<file path="config.mk">
export PLATFORM = sky130hd
export DESIGN_NAME = serial_operand_serializer
export DESIGN_NICKNAME = d
export VERILOG_FILES = /design/src/rtl/serial_operand_serializer.sv
export SDC_FILE = /design/constraint.sdc
export NUM_CORES = 1
export LEC_CHECK = 0
export BUFFER_PORTS_ARGS = -buffer_cell sky130_fd_sc_hd__buf_2
export CAP_MARGIN = 40
export CORE_AREA = 4 4 41 43
export CTS_BUF_LIST = sky130_fd_sc_hd__clkbuf_16
export DETAILED_ROUTE_END_ITERATION = 10
export DIE_AREA = 0 0 45 47
export MAX_ROUTING_LAYER = met4
export PLACE_DENSITY = 0.67
export SYNTH_ARGS = -nofsm -noshare
export SYNTH_HDL_FRONTEND = slang
export SYNTH_SLANG_ARGS = --single-unit
</file>
<file path="constraint.sdc">
create_clock -name clk -period 1 [get_ports clk]
set_clock_uncertainty 0.1 [all_clocks]
set_input_delay 0.1 -clock clk [delete_from_list [all_inputs] [get_ports clk]]
set_output_delay 0.1 -clock clk [all_outputs]
set_load 0.005 [all_outputs]
</file>
<file path="src/rtl/serial_operand_serializer.sv">
// serial_operand_serializer
//   Upstream feeder for the bit-serial adder datapath. Accepts a parallel
//   operand pair (a_in, b_in) and streams it out LSB first, one bit per
//   transfer, flagging the first and last bit of each word. Back-to-back
//   words run without a bubble: the next pair loads on the last transfer.
//
//   Optional feature (macro SERIALIZER_CIN_EN): adds cin_in, captured with
//   the operands, and cin_bit, which presents that carry-in on bit 0 only.
//
//   Handshake: a transfer happens on a rising edge where valid and ready are
//   both high. A producer holding valid keeps its data stable until that
//   edge. in_ready may depend combinationally on bit_ready (the no-bubble
//   reload on the last bit), but never on in_valid.

module serial_operand_serializer #(
  parameter int WIDTH = 3
) (
  input  logic             clk,
  input  logic             rst_n,
  input  logic             in_valid,
  output logic             in_ready,
  input  logic [WIDTH-1:0] a_in,
  input  logic [WIDTH-1:0] b_in,
  output logic             bit_valid,
  input  logic             bit_ready,
  output logic             a_bit,
  output logic             b_bit,
  output logic             first_bit,
  output logic             last_bit,
  output logic             busy,
  output logic             dbg_state
`ifdef SERIALIZER_CIN_EN
  ,
  input  logic             cin_in,
  output logic             cin_bit
`endif
);

  generate
    if (WIDTH < 2 || WIDTH > 32) begin : g_bad_width
      $error("serial_operand_serializer: WIDTH must be in 2..32");
    end
  endgenerate

  localparam int CW = (WIDTH > 1) ? $clog2(WIDTH) : 1;
  localparam logic [CW-1:0] CNT_LAST = CW'(WIDTH - 1);

  typedef enum logic {
    IDLE  = 1'b0,
    SHIFT = 1'b1
  } state_t;

  state_t           state;
  logic [CW-1:0]    cnt;
  logic [WIDTH-1:0] a_sh;
  logic [WIDTH-1:0] b_sh;
  logic             load;
  logic             last_xfer;

  // Output decode straight from the registers; in_ready opens on the last transfer.
  assign bit_valid = (state == SHIFT);
  assign busy      = bit_valid;
  assign dbg_state = state;
  assign a_bit     = a_sh[0];
  assign b_bit     = b_sh[0];
  assign first_bit = bit_valid && (cnt == '0);
  assign last_bit  = bit_valid && (cnt == CNT_LAST);
  assign last_xfer = last_bit && bit_ready;
  assign in_ready  = rst_n && ((state == IDLE) || last_xfer);
  assign load      = in_valid && in_ready;

  // Load / shift / retire state machine; a stall (bit_ready low) holds everything.
  always_ff @(posedge clk) begin
    if (!rst_n) begin
      state <= IDLE;
      cnt   <= '0;
      a_sh  <= '0;
      b_sh  <= '0;
    end else if (load) begin
      state <= SHIFT;
      cnt   <= '0;
      a_sh  <= a_in;
      b_sh  <= b_in;
    end else if (bit_valid && bit_ready) begin
      if (last_bit) begin
        state <= IDLE;
        cnt   <= '0;
        a_sh  <= '0;
        b_sh  <= '0;
      end else begin
        cnt   <= cnt + CW'(1);
        a_sh  <= {1'b0, a_sh[WIDTH-1:1]};
        b_sh  <= {1'b0, b_sh[WIDTH-1:1]};
      end
    end
  end

`ifdef SERIALIZER_CIN_EN
  logic cin_r;

  // Carry-in travels with the word and is cleared once the word retires.
  always_ff @(posedge clk) begin
    if (!rst_n) begin
      cin_r <= 1'b0;
    end else if (load) begin
      cin_r <= cin_in;
    end else if (last_xfer) begin
      cin_r <= 1'b0;
    end
  end

  assign cin_bit = first_bit ? cin_r : 1'b0;
`endif

endmodule

</file>
==> flow_summary.ini, run 1 <==
[worst_setup_path]
crit_path_max_incr_delay_ps = 370
critPathBufInv = 1
crit_chain = or2b_4 -> nor2_2 -> buf_2
critPathKind = reg -> out
cp-end-kind = output port
crit_arrival_ps = 1070
cp_max_fo = 6
cp-start-kind = register
path_delay_family = flip-flops
cp_slowest_cell = dfxtp_4
cp_data_required_time_ps = 800

[cells_and_area]
layout.nets = 99
utilization = 0.660
fin_cells = 103
layout-drive-gt1-share = 0.602
n_antenna_cell = 0
syn2layout_area_growth_pct = 67.3
nFillCells = 115
ff_latch_area_um2 = 189
multi_input_area_um2 = 357

[global_routing]
grt_max_degree = 10
track_usage = 0.148
antenna_found_initial = 0
grt_pass1_vias = 511
grt-ovfl-total = 0
grt_pass1_wl_um = 2230

[floorplan]
coreArea_um2 = 1300
io_pins = 18
rows = 13
start_util = 0.394
die_y_um = 47
fp.dieW_um = 45
dieArea_um2 = 2120

[cts]
root_buffer = clkbuf_16
cts_hold_buf = 0
clkLatencyLatePin_ps = 230
cts_buffers = 3
clkSlewWorstSetupHoldPaths_ps = 40
clk_path_buf_depth = 2
cts_tree = built
clock-sinks = 9
htreeDepth = 1

[run]
drv_cap = 0

[synthesis]
ys_seq_elements = 9
ys_types = 22
syn-num-nets = 71
yosysTopAreaCellShare = 0.351
syn_avg_cell_area_um2 = 8.41
syn_area_um2 = 513
synth_ff_type = dfxtp_1
async_reset_ff_frac = 0
synth_area_leaders = dfxtp_1 (35%), a311oi_1 (6.8%), a21oi_1 (5.9%), nand3_1 (5.9%), a211oi_1 (5.9%)
yosysMostFrequentCell = dfxtp_1
ys_warn_count = 0
yosysTopAreaCell = dfxtp_1
synth-edff-count = 0
synthCells = 61
ys_seq_area_frac = 0.351
synth_common_cells = dfxtp_1 (9), nand2_1 (7), a21oi_1 (6), nand3_1 (6)

[routing]
dr.pass1.iters = 4
drt_wl_total_um = 1390
wl_met3_um = 74
drtAntennaViolNets = 0
viasPerCell = 5.40
dr_wl_met2_um = 643
wl_met1_um = 670
drt-wirelength-per-cell_um = 13.5
vias = 556
dr.first_iter.drc_count = 1
drc = 0
highest_layer = met3

[pwr]
clock_power_share = 0.531
seqPwrFrac = 0.303
netSwitchingPower_uw = 294
pwr-share-comb = 0.167
intPower_uw = 1030
power.leakage_uw = 0.000390
sw_frac_of_total = 0.223
total_power_uw = 1320
power_density_nw_per_um2 = 1540
vdd_drop_max_mv = 1.50

[placed_design]
place_inst = 94
hpwl_um = 873
dp_slack_ps = -123
port-buffer-count = 17
gp_congestion = 0.714

[timing]
final_max_slew_viol_count = 0
worstMarginPinSlew_ps = 294
hold-worst-slack_ps = 8.34
rsz0062_at_grt = yes
slew_headroom = 0.804
max_freq_ghz = 0.786
hold_viol = 0
setup_viol = 14
setup_ws_ps = -272
layout_min_cycle_time_ps = 1270
period_share = 1.27

[worst_hold_path]
hold_class = in -> reg

[outcome]
outcome = finished, violations left
violations = negative setup slack
[power groups by stage]
stage | logic, uW | clock network (uW) | registers, uW
2_1_floorplan | 89.6 | 0 | 403
3_3_place_gp | 148 | 0 | 406
3_5_place_dp | 148 | 0 | 406
4_1_cts | 172 | 713 | 399
5_1_grt | 241 | 737 | 403
6_report | 220 | 701 | 400
[stage by stage]
stage	TNS, ps	cell area, um2
finish	-2250	858
detailed placement	-829	637
global route	-2860	858
global placement	-783	637
floorplan	-458	527
CTS	-2170	766
[cells in the final DEF, fill, tap and decap left out]
master / instances
buf_2: 14
buf_6: 9
nand2_1: 7
dfxtp_1: 6
nand3_1: 5
a21oi_1: 4
buf_4: 4
inv_1: 3
a211oi_1: 3
a311oi_1: 3
clkbuf_16: 3
a21oi_2: 2
and3b_2: 2
and2b_2: 2
o21ai_2: 2
nor3b_2: 2
o21a_1: 2
dfxtp_4: 2
inv_4: 1
or2b_4: 1
nor2_2: 1
nand3b_4: 1
nor3_2: 1
and2_4: 1
a21o_1: 1
nand3_2: 1
a211oi_2: 1
a311oi_2: 1
nor3b_4: 1
nor2_1: 1
dfxtp_2: 1
[path summary, 6_finish.rpt]
kind                              start        to  slack, ps  depth (start not counted)
worst min-delay path              rst_n   b_sh[2]          8                          2
worst max-delay path             cnt[1]  last_bit       -270                          3
worst min register to register  b_sh[0]   b_sh[0]        390                          2
worst max register to register   cnt[1]   a_sh[0]       -200                          4
[metal layers]
layer	global-route usage	vias to the layer above
met3	0.0613	0
met5	-	-
met4	0.0175	0
li1	-	275
met1	0.190	265
met2	0.223	16
[state kept, by name, summed over array words and instances (netlist names)]
| name | count |
|---|---|
| a_sh | 3 |
| b_sh | 3 |
| bit_valid | 1 |
| cnt | 2 |
[timing repair]
action | CTS | global route
pin swaps | 8 | 5
gates cloned | 0 | 0
gates resized for setup | 8 | 20
endpoints found under the setup margin | 13 | 15
buffers inserted | 4 | 2
[cell type report]
cell class	count	area share
Multi-Input combinational cell	45	0.415
Tap cell	15	0.0219
Clock inverter	1	0.00437
Timing Repair Buffer	27	0.235
Inverter	3	0.0160
Clock buffer	3	0.0875
Sequential cell	9	0.220
[kinds of logic (layout without fill, tap and decap cells)]
group | Yosys count | after routing | share of synthesized area
AOI/OAI and AO/OA | 19 | 19 | 0.249
buffers and inverters | 7 | 34 | 0.0829
DFF | 9 | 9 | 0.351
and+or+nand+nor | 26 | 26 | 0.317
Note: power is estimated with default switching activity, not from simulation.
==> run 2: changes to the inputs <==
CORE_AREA = 2 2 39 41   (was 4 4 41 43)
DIE_AREA = 0 0 41 43   (was 0 0 45 47)
==> run 2 against run 1 <==
Compared with the run above:
- the flow still finishes with violations (negative setup slack)
- worst hold slack improved by 9.3 ps
- maximum frequency increased by 1.8%
- die area decreased by 17%
- count of clock-buffer cells in the layout unchanged
- critical path depth unchanged
- wire length increased by 8.5%
- via count increased by 4.7%
- register-to-register slack about the same
- critical path type unchanged
==> flow_summary.ini, run 2 (same netlist as run 1, synthesis figures left out) <==
[worst_hold_path]
whs_path_depth = 2
hold_class = in -> reg
min_to = b_sh[2]
hp-start = rst_n

[routing]
wl_met1_um = 646
highest_layer = met4
viasPerCell = 5.49
wl_met3_um = 71
dr_wl_met2_um = 774
drt_wl_total_um = 1510
dr.first_iter.drc_count = 9
drt-wirelength-per-cell_um = 14.2
drtAntennaViolNets = 0
vias = 582
dr.pass1.iters = 4
drc = 0

[cells_and_area]
final_common_cell = buf_2
syn2layout_area_growth_pct = 61.0
layout.nets = 101
layout_common_cells = buf_2 (18), buf_4 (10), nand2_1 (6), dfxtp_1 (6)
top_regs = a_sh x3, b_sh x3, cnt x2
stdcell_area_um2 = 826
layout-drive-gt1-share = 0.600
n_antenna_cell = 0

[worst_setup_path]
cp_data_required_time_ps = 800
reg2reg_to = b_sh[1]
cp-end-kind = output port
critPathBufInv = 1
path_delay_family = flip-flops
reg2reg_from = cnt[0]
cp-start-kind = register
cp_max_fo = 4
reg2reg_slack_ps = -210
crit_arrival_ps = 1050
critPathKind = reg -> out
r2r_cells = 4
crit_chain = or2b_4 -> nor2_1 -> buf_2
cp_slowest_cell = dfxtp_4
crit_path_max_incr_delay_ps = 370

[cts]
htreeDepth = 1
cts_tree = built
root_buffer = clkbuf_16
cts_buffers = 3
clkSlewWorstSetupHoldPaths_ps = 40
clock-sinks = 9
clk_path_buf_depth = 2
clkLatencyLatePin_ps = 230

[global_routing]
grt-ovfl-total = 0
grt_max_degree = 12
antenna_found_initial = 0
grt_pass1_vias = 530
track_usage = 0.189
grt_pass1_wl_um = 2280

[pwr]
power.leakage_uw = 0.000385
power_density_nw_per_um2 = 1560
vdd_drop_max_mv = 1.07

[run]
drv_cap = 0

[timing]
max_freq_ghz = 0.800
layout_min_cycle_time_ps = 1250
slew_headroom = 0.781
period_share = 1.25
final_max_slew_viol_count = 0
rsz0062_at_grt = yes
hold_viol = 0
setup_ws_ps = -250
worstMarginPinSlew_ps = 329
setup_viol = 15

[floorplan]
io_pins = 18
die_y_um = 43
coreArea_um2 = 1380
fp.dieW_um = 41
rows = 14
start_util = 0.371
dieArea_um2 = 1760

[placed_design]
place_area_um2 = 638
gp_congestion = 0.734
dp_slack_ps = -139
hpwl_um = 891
port-buffer-count = 17

[outcome]
outcome = finished, violations left
violations = negative setup slack
==> run 2: changes by cell type in the layout (fill, tap and decap cells not counted), moves of 2 or more <==
cell	delta
a21oi_1	-2
buf_2	+4
o21ai_2	-2
buf_6	-8
o21ai_1	+2
a21oi_2	+2
buf_4	+6
==> run 2: through the flow <==
stage / total power, uW / setup TNS, ps / std cells / util / hold WS (ps)
finish: 1290 / -2240 / 106 / 0.597 / 17.7
global route: 1330 / -2890 / 106 / 0.597 / 35.1
CTS: 1260 / -2030 / 103 / 0.552 / 21.4
detailed placement: 554 / -935 / 95 / 0.461 / 257
global placement: 552 / -787 / 95 / 0.461 / 248
floorplan: 493 / -458 / 61 / - / 116
==> run 2: how the worst max path moves through the flow <==
stage	startpoint	endpoint	slack, ps	cells after the start
after CTS	cnt[1]	last_bit	-250	3
after global routing	cnt[1]	last_bit	-280	3
after floorplan	cnt[0]	a_sh[0]	-80	3
final	cnt[1]	last_bit	-250	3
after global placement	cnt[0]	b_sh[1]	-110	3
after detailed placement	cnt[0]	b_sh[1]	-140	3
==> run 2: power breakdown <==
group | internal [uW] | switching [uW]
clock | 522 | 171
sequential | 382 | 19.5
combinational | 98.2 | 94.8
total | 1000 | 286
==> run 2: final cells by class <==
type,instances,area (um2)
clock buffers,3,75.1
flip-flops and latches,9,189
well taps,16,20.0
multi-input cells,45,350
repair buffers,29,176
fillers,116,558
inverters,3,11.3
clock inverters,1,3.75
==> run 2: routing by layer <==
metal	up-vias	global-route usage
met2	23	0.278
met5	-	-
met3	2	0.0314
met1	275	0.251
met4	0	0.0733
li1	282	-
==> run 2: what timing repair did <==
action | 4_1_cts | 5_1_grt
hold buffers | 0 | 0
gates resized for setup | 7 | 10
buffers inserted | 4 | 3
pin swaps | 3 | 4
setup endpoints to repair | 15 | 15
